--- src/rtl/driver_pkg.sv ---
// Shared types and constants for the vector fetch scheduler.
package driver_pkg;

    // Width of the exported outstanding-read counter.
    localparam int CNT_W = 8;

    // Fetch sequencer states.
    typedef enum logic [1:0] {
        IDLE  = 2'd0,
        FETCH = 2'd1,
        DRAIN = 2'd2
    } fetch_state_t;

endpackage

--- src/rtl/updn_sat_cnt.sv ---
// Up/down counter that saturates at 0 and at MAX; simultaneous inc and dec cancel.
module updn_sat_cnt
    import driver_pkg::*;
#(
    parameter int W    = CNT_W,
    parameter int MAX  = 255,
    parameter int INIT = 0
) (
    input  logic         clk,
    input  logic         reset,
    input  logic         inc,
    input  logic         dec,
    output logic [W-1:0] value
);

    localparam logic [W-1:0] MAX_V  = W'(MAX);
    localparam logic [W-1:0] INIT_V = W'(INIT);
    localparam logic [W-1:0] ONE_V  = W'(1);

    // Count update: single step per edge, clamped at both ends.
    always_ff @(posedge clk or posedge reset) begin
        if (reset) begin
            value <= INIT_V;
        end else if (inc && !dec) begin
            if (value != MAX_V) begin
                value <= value + ONE_V;
            end
        end else if (dec && !inc) begin
            if (value != '0) begin
                value <= value - ONE_V;
            end
        end
    end

endmodule

--- src/rtl/vctr_fetch_sched.sv ---
// Fetch scheduler: pops vector addresses, issues pipelined reads on the
// memory master port and forwards the returned data in order to the vector
// FIFO, never requesting more data than the vector FIFO has room for.
module vctr_fetch_sched
    import driver_pkg::*;
#(
    parameter int ADDR_W          = 32,
    parameter int DATA_W          = 32,
    parameter int MAX_OUTSTANDING = 4,
    parameter int VCTR_FIFO_DEPTH = 128
) (
    input  logic              clk,
    input  logic              reset,
    input  logic              run_program,
    input  logic              end_program,
    input  logic              addr_fifo_empty,
    input  logic [ADDR_W-1:0] addr_fifo_dout,
    output logic              addr_fifo_rd,
    output logic [ADDR_W-1:0] master_addr,
    output logic              master_rd,
    input  logic              master_wait_req,
    input  logic [DATA_W-1:0] master_data_in,
    input  logic              master_data_in_val,
    output logic [DATA_W-1:0] vctr_fifo_din,
    output logic              vctr_fifo_wr,
    input  logic              vctr_fifo_rd,
    output logic              fetch_busy,
    output logic              fetch_done,
    output logic [CNT_W-1:0]  outstanding_cnt,
    output logic              err_spurious
);

    localparam int CRED_W = $clog2(VCTR_FIFO_DEPTH + 1);
    localparam logic [CNT_W:0] MAX_OUT_V = (CNT_W + 1)'(MAX_OUTSTANDING);

    fetch_state_t       state;
    logic [CRED_W-1:0]  credits;
    logic [CNT_W:0]     in_flight;
    logic               accept;
    logic               slot_free;
    logic               room;
    logic               stopping;
    logic               issue;
    logic               ret_ok;
    logic               spurious;

    // A held request is accepted on any edge where the slave does not stall.
    assign accept    = master_rd && !master_wait_req;
    // The request register can take a new address if empty or emptying now.
    assign slot_free = !master_rd || accept;
    // Reads in flight include the one still waiting on the slave.
    assign in_flight = {1'b0, outstanding_cnt} + {{CNT_W{1'b0}}, master_rd};
    assign room      = in_flight < MAX_OUT_V;
    // No new reads once the program is being stopped, even in the stop cycle.
    assign stopping  = end_program || !run_program;
    assign issue     = (state == FETCH) && !stopping && !addr_fifo_empty &&
                       (credits != '0) && room && slot_free;
    assign addr_fifo_rd = issue;

    // Returns are only legal while something is outstanding.
    assign ret_ok   = master_data_in_val && (outstanding_cnt != '0);
    assign spurious = master_data_in_val && (outstanding_cnt == '0);

    assign fetch_busy = (state != IDLE);

    // Reads accepted by the slave whose data has not come back yet.
    updn_sat_cnt #(
        .W    (CNT_W),
        .MAX  (MAX_OUTSTANDING),
        .INIT (0)
    ) u_outstanding (
        .clk   (clk),
        .reset (reset),
        .inc   (accept),
        .dec   (ret_ok),
        .value (outstanding_cnt)
    );

    // Free vector FIFO slots not yet promised to an issued read.
    updn_sat_cnt #(
        .W    (CRED_W),
        .MAX  (VCTR_FIFO_DEPTH),
        .INIT (VCTR_FIFO_DEPTH)
    ) u_credits (
        .clk   (clk),
        .reset (reset),
        .inc   (vctr_fifo_rd),
        .dec   (issue),
        .value (credits)
    );

    // Request register: load on issue, hold through stalls, drop after accept.
    always_ff @(posedge clk or posedge reset) begin
        if (reset) begin
            master_addr <= '0;
            master_rd   <= 1'b0;
        end else if (issue) begin
            master_addr <= addr_fifo_dout;
            master_rd   <= 1'b1;
        end else if (accept) begin
            master_rd   <= 1'b0;
        end
    end

    // Return path: one-cycle registered copy of valid returns into the vector FIFO.
    always_ff @(posedge clk or posedge reset) begin
        if (reset) begin
            vctr_fifo_din <= '0;
            vctr_fifo_wr  <= 1'b0;
        end else begin
            vctr_fifo_wr <= ret_ok;
            if (ret_ok) begin
                vctr_fifo_din <= master_data_in;
            end
        end
    end

    // Sequencer with registered done pulse and sticky spurious-return flag.
    always_ff @(posedge clk or posedge reset) begin
        if (reset) begin
            state        <= IDLE;
            fetch_done   <= 1'b0;
            err_spurious <= 1'b0;
        end else begin
            fetch_done <= 1'b0;
            case (state)
                IDLE: begin
                    if (run_program) begin
                        state        <= FETCH;
                        err_spurious <= 1'b0;
                    end
                end
                FETCH: begin
                    if (stopping) begin
                        state <= DRAIN;
                    end
                end
                DRAIN: begin
                    if (!master_rd && (outstanding_cnt == '0)) begin
                        state      <= IDLE;
                        fetch_done <= 1'b1;
                    end
                end
                default: begin
                    state <= IDLE;
                end
            endcase
            // A stray return wins over the clear on the same edge.
            if (spurious) begin
                err_spurious <= 1'b1;
            end
        end
    end

endmodule
--- config.mk ---
export PLATFORM = sky130hd
export DESIGN_NAME = vctr_fetch_sched
export DESIGN_NICKNAME = d
export VERILOG_FILES = /design/src/rtl/driver_pkg.sv /design/src/rtl/updn_sat_cnt.sv /design/src/rtl/vctr_fetch_sched.sv
export SDC_FILE = /design/constraint.sdc
export NUM_CORES = 1
export LEC_CHECK = 0
export CAP_MARGIN = 10
export CORE_ASPECT_RATIO = 1.25
export CORE_UTILIZATION = 40
export CTS_CLUSTER_SIZE = 28
export DETAILED_ROUTE_END_ITERATION = 8
export PLACE_DENSITY = 0.73
export RECOVER_POWER = 50
export SETUP_SLACK_MARGIN = 0.3
export SLEW_MARGIN = 10
export SYNTH_ARGS = -nofsm -noshare
export SYNTH_HDL_FRONTEND = slang
export SYNTH_SLANG_ARGS = --single-unit
--- constraint.sdc ---
create_clock -name clk -period 4.3 [get_ports clk]
set_input_delay 0.645 -clock clk [delete_from_list [all_inputs] [get_ports clk]]
set_output_delay 0.645 -clock clk [all_outputs]
set_load 0.05 [all_outputs]
=== Word level (Yosys, flattened, before mapping) ===
Index checks and enable logic that the tools add are counted.

* Bits in registers: 86
* Bits of input ports: 72
* Output and inout port bits: 78
* Word-level logic and storage cells: 83

* Add/sub/neg operators: 5
* Magnitude comparators: 1
* Equality and inequality tests: 9
* Muxes and demuxes: 19
* Reductions and logical operators: 40

{| class="wikitable"
|+ Operator list
! cell !! count
|-
| $mux 8 || 8
|-
| $add 8x1->8 const B || 2
|-
| $reduce_bool 2->1 || 8
|-
| $reduce_bool 8->1 || 2
|-
| $sub 8x1->8 const B || 2
|-
| $logic_and 1x1->1 || 13
|-
| $ne 2x2->1 const B || 5
|-
| $add 8x1->9 || 1
|-
| $logic_not 1->1 || 9
|-
| $lt 9x3->1 const B || 1
|-
| $reduce_and 3->1 || 3
|-
| $logic_not 8->1 || 1
|-
| $ne 8x3->1 const B || 1
|-
| $ne 8x8->1 const B || 1
|-
| $mux 1 || 7
|-
| $mux 2 || 3
|-
| $pmux 2 s3 || 1
|-
| $eq 2x1->1 const B || 1
|-
| $eq 2x2->1 const B || 1
|-
| $logic_not 2->1 || 1
|-
| $logic_or 1x1->1 || 2
|-
| $reduce_and 2->1 || 1
|}

=== Logic depth before layout (Yosys ltp) ===
* Depth in word-level cells: 12
* Gate-level depth with buffers: 12
* Depth with buffers taken out: 11

=== Cells and area by module ===
From an unflattened synthesis, not the netlist that was laid out.

* Cell total of the unflattened synthesis: 297
* Area total of the unflattened synthesis: 4016.4 µm²

{| class="wikitable"
|+ Modules (own cells, without submodules)
! module !! times used !! cells each !! area each (µm²) !! sequential area each (µm²)
|-
| vctr_fetch_sched || 1 || 171 || 2830.2 || 1751.7
|-
| updn_sat_cnt (u_credits) || 1 || 64 || 596.8 || 201.4
|-
| updn_sat_cnt (u_outstanding) || 1 || 62 || 589.3 || 200.2
|}

=== Worst setup path before layout ===
Ideal clock, no wire load.

* Path kind: reg2reg
* Start: register u_outstanding.value[0]
* End: register u_credits.value[6]
* Setup time: 0.128 ns
* Data arrival time: 3.110 ns
* Required time: 4.172 ns
* Path slack: 1.062 ns
* Cell stages (with the launch flop): 13
* Path buffers: 1
* Clock period less this slack: 3.238 ns
* Cells stage by stage: dfrtp_1 nand3_1 and4b_1 nand4_4 clkbuf_1 nand2_1 fa_1 a21o_1 a21oi_1 o21bai_1 a21oi_1 xnor2_1 mux2_1

* Cells in the longest elaborated chain, start to end: 8
* Elaborated cells between the ends (all ways): 12
* Those cells by class: add/sub (1); order compare (1); eq/ne (1); mux (1); reduce/logical (8)

{| class="wikitable"
|+ RTL lines
! item !! RTL line !! source
|-
| from (decl) || updn_sat_cnt.sv:13 || <nowiki>output logic [W-1:0] value</nowiki>
|-
| from (signal assigned) || updn_sat_cnt.sv:26 || <nowiki>value <= value + ONE_V;</nowiki>
|-
| from (signal assigned) || updn_sat_cnt.sv:30 || <nowiki>value <= value - ONE_V;</nowiki>
|-
| $add 8x1->9 * || vctr_fetch_sched.sv:52 || <nowiki>assign in_flight = {1'b0, outstanding_cnt} + {{CNT_W{1'b0}}, master_rd};</nowiki>
|-
| $lt 9x3->1 * || vctr_fetch_sched.sv:53 || <nowiki>assign room = in_flight < MAX_OUT_V;</nowiki>
|-
| $logic_and 1x1->1 * (2 in series) || vctr_fetch_sched.sv:57 || <nowiki>(credits != '0) && room && slot_free;</nowiki>
|-
| $logic_not 1->1 || updn_sat_cnt.sv:24 || <nowiki>end else if (inc && !dec) begin</nowiki>
|-
| $logic_and 1x1->1 || updn_sat_cnt.sv:24 ||
|-
| $ne 2x2->1 (no source line) or $reduce_bool 2->1 (tied branches) || -- ||
|-
| $reduce_and 3->1 (no source line) || -- ||
|-
| to (signal assigned) || updn_sat_cnt.sv:26 ||
|-
| to (signal assigned) || updn_sat_cnt.sv:30 ||
|-
| to (decl) || updn_sat_cnt.sv:13 ||
|}

Every way passes the cells marked *; elsewhere a longest branch is shown, timed or not.
A chain may end at the register's enable or synchronous reset.

=== Worst setup path in the final report ===
* Start: input port run_program
* End: register u_credits.value[6]

* Cells in the longest elaborated chain, start to end: 12
* Elaborated cells between the ends (all ways): 16
* Those cells by class: eq/ne (1); mux (1); reduce/logical (14)

{| class="wikitable"
|+ RTL lines
! item !! RTL line !! source
|-
| from (decl) || vctr_fetch_sched.sv:14 || <nowiki>input logic run_program,</nowiki>
|-
| $logic_not 1->1 * || vctr_fetch_sched.sv:55 || <nowiki>assign stopping = end_program || !run_program;</nowiki>
|-
| $logic_or 1x1->1 * || vctr_fetch_sched.sv:55 ||
|-
| $logic_not 1->1 * || vctr_fetch_sched.sv:56 || <nowiki>assign issue = (state == FETCH) && !stopping && !addr_fifo_empty &&</nowiki>
|-
| $logic_and 1x1->1 * (3 in series) || vctr_fetch_sched.sv:56 ||
|-
| $logic_and 1x1->1 * (2 in series) || vctr_fetch_sched.sv:57 ||
|-
| $logic_not 1->1 || updn_sat_cnt.sv:24 ||
|-
| $logic_and 1x1->1 || updn_sat_cnt.sv:24 ||
|-
| $ne 2x2->1 (no source line) or $reduce_bool 2->1 (tied branches) || -- ||
|-
| $reduce_and 3->1 (no source line) || -- ||
|}

Marked as above.

==> impl_metrics.env <==
export IMPL_grt_pass1_wl_um=15100
export IMPL_async_flop_share_pct=100
export IMPL_cts_sink_count=86
export IMPL_area_delta_synth_final_pct=50.2
export IMPL_wirelength_um=9120
export IMPL_drtAntennaViolNets=0
export IMPL_grt_max_degree=45
export IMPL_synth_area_um2=3850
export IMPL_rsz0062_at_grt="no"
export IMPL_antenna_found_initial=0
export IMPL_worst_slew_pin_slew_ns=1.17
export IMPL_fin_tns_setup_ns=0
export IMPL_crit_chain="dlygate4sd3_1 > nand2b_1 > and4b_1 > nand4_4 > nand2_1 > fa_1 > a21o_1 > a21oi_1 > o21bai_1 > a21oi_1 > xnor2_1 > mux2_1"
export IMPL_yosys_register_bits=86
export IMPL_diodes=0
export IMPL_period_share_pct=73.7
export IMPL_grt_usage_pct=19.4
export IMPL_synth_top_area_share_pct=55.3
export IMPL_core_um2=9220
export IMPL_yosysMostFrequentCell="nand2_1"
export IMPL_hold_viol=0
export IMPL_grt_pass1_vias=3157
export IMPL_dieHeight_um=112
export IMPL_vias_per_cell=4.84
export IMPL_skew_ns=0.00919
export IMPL_gr_total_overflow=0
export IMPL_period_minus_slack_ns=3.17
export IMPL_p_leak_uw=0.00264
export IMPL_syn_avg_cell_area_um2=11.2
export IMPL_synth_distinct_cells=37
export IMPL_first_pass_iters=5
export IMPL_critPathTopFamily="compound AO/OA/AOI/OAI gates"
export IMPL_initial_core_util_pct=41.7
export IMPL_crit_required_ns=4.52
export IMPL_route_detailed_drc=0
export IMPL_post_route_util_pct=62.7
export IMPL_r2r_cells=11
export IMPL_dieWidth_um=89.7
export IMPL_clk_pin_slew_ns=0.06
export IMPL_clockBufferDepth=2
export IMPL_status="finished, final reports clean"
export IMPL_syn_instance_count=344
export IMPL_synth_main_ff_cell="dfrtp_1"
export IMPL_crit_type="in -> reg"
export IMPL_port_buffers=149
export IMPL_ctsResizeCount=0
export IMPL_timing_final_ws_setup_ns=1.13
export IMPL_final_cell_area_um2=5780
export IMPL_cp_arrival_ns=3.39
export IMPL_yosysWarnings=0
export IMPL_root_buffer="clkbuf_16"
export IMPL_hpwl_um=6860
export IMPL_ctsHtreeMaxLevel=3
export IMPL_final_max_slew_viol_count=0
export IMPL_core_rowCount=39
export IMPL_maxCapViolCount=0
export IMPL_hold_class="reg -> reg"
export IMPL_dpl_worst_slack_ns=0.885
export IMPL_drive_gt1_share_pct=12.3
export IMPL_max_freq_mhz=316
export IMPL_clkLatencyLatePin_ns=0.34
export IMPL_setup_viol=0
export IMPL_wl_per_cell_um=14.6
export IMPL_crit_top_cell="a21oi_1"
export IMPL_yosysTopAreaCell="dfrtp_1"
export IMPL_setup_worst_path_end_class="flip-flop"
export IMPL_hold_path_cell_count=2
export IMPL_drtIter0Drc=101
export IMPL_timing_critical_path_buf_inv=1
export IMPL_power_density_nw_per_um2=622
export IMPL_cp_start_kind="primary input"
export IMPL_synth_edf_count=0
export IMPL_cts_made_buffers=9
export IMPL_nNetsFinal=585
export IMPL_ys_seq_area_share_pct=56.0
export IMPL_cp_slowest_cell="dlygate4sd3_1"
export IMPL_ir_drop_v=0.000271
export IMPL_dieArea_um2=10000
export IMPL_critPathMaxStageDelay_ns=0.55
export IMPL_place_congestion=0.782
export IMPL_ios=150
export IMPL_cts_tree="built"
export IMPL_post_cts_buffers=0
export IMPL_num_vias=3028
export IMPL_cp_depth=12
export IMPL_slew_headroom_pct=21.7
export IMPL_worstPathMaxFanout=7
export IMPL_cts_hold_buf=0
export IMPL_placed_area_um2=5490
export IMPL_syn_nets=430
export IMPL_synth_commonest_cells="nand2_1 (108), dfrtp_1 (85), mux2_2 (33)"
export IMPL_synth_area_top_cells="dfrtp_1 (55%), nand2_1 (11%), mux2_2 (9.7%)"
cell type report:
| cell class | instances | area, um^2 |
|---|---|---|
| Fill cell | 747 | 3440 |
| Clock buffer | 12 | 246 |
| Inverter | 7 | 27.5 |
| Sequential cell | 86 | 2150 |
| Multi-Input combinational cell | 241 | 1620 |
| Timing Repair Buffer | 154 | 1530 |
| Clock inverter | 3 | 43.8 |
| Tap cell | 123 | 154 |
cells by family (layout without fill, tap and decap cells):
group	after synthesis	count (layout)	share of synthesized area, %
compound gates	32	32	4.91
xor+xnor	14	14	3.19
flops	86	86	56.0
mux	41	41	11.9
buf+inv	17	176	1.89
simple gates	140	140	17.1
fa+ha+maj	14	14	4.94
cell usage in the layout (no fill, tap or decap), types with 4 or more instances in the layout:
| master | n |
|---|---|
| xnor2_1 | 9 |
| dfrtp_1 | 85 |
| a21o_1 | 6 |
| mux2_1 | 6 |
| nor2_1 | 4 |
| xor2_1 | 5 |
| dlygate4sd3_1 | 35 |
| clkdlybuf4s50_1 | 113 |
| inv_1 | 6 |
| ha_1 | 12 |
| nand3b_1 | 4 |
| mux2_2 | 33 |
| clkbuf_16 | 9 |
| nand2_1 | 108 |
| o21ai_0 | 10 |
| a21oi_1 | 10 |
worst min-delay path: stages, from the launching register on:
cell and delay (ns):
dfrtp_1 0.34, nand2_1 0.05, nand2_1 0.04
final timing paths:
path | slack, ns | endpoint | start
setup / recovery | 1.13 | u_credits.value[6] | run_program
hold / removal | 0.46 | master_addr[3] | master_addr[3]
setup reg to reg | 1.27 | u_credits.value[6] | u_outstanding.value[7]
hold reg to reg | 0.46 | master_addr[3] | master_addr[3]
max in group asynchronous | 1.84 | master_addr[30] | reset
min in group asynchronous | 0.93 | master_addr[24] | reset
per-stage QoR:
stage	hold WS [ns]	power, uW	std cells
after floorplan	0.475	2320	344
after global placement	0.449	2820	611
after detailed placement	0.456	2870	611
after CTS	0.468	3650	626
after global routing	0.491	3790	626
final	0.458	3590	626
layer usage:
metal | track usage (%) | vias up | wire length [um]
li1 | - | 1458 | -
met1 | 22.2 | 1453 | 3600
met2 | 33.6 | 102 | 4740
met3 | 4.30 | 15 | 550
met4 | 10.6 | 0 | 229
met5 | 0 | - | 0
flip-flops by register name (all words and copies together) (netlist names):
register             cells
vctr_fifo_din           32
u_outstanding.value      8
err_spurious             1
state                    2
master_addr             32
fetch_done               1
u_credits.value          8
vctr_fifo_wr             1
master_rd                1
power by group:
part	internal [uW]	total, uW	switching [uW]
registers	1020	1200	177
logic	639	1630	992
clock network	464	763	299
total	2120	3590	1470
(Power assumes the default switching activity.)
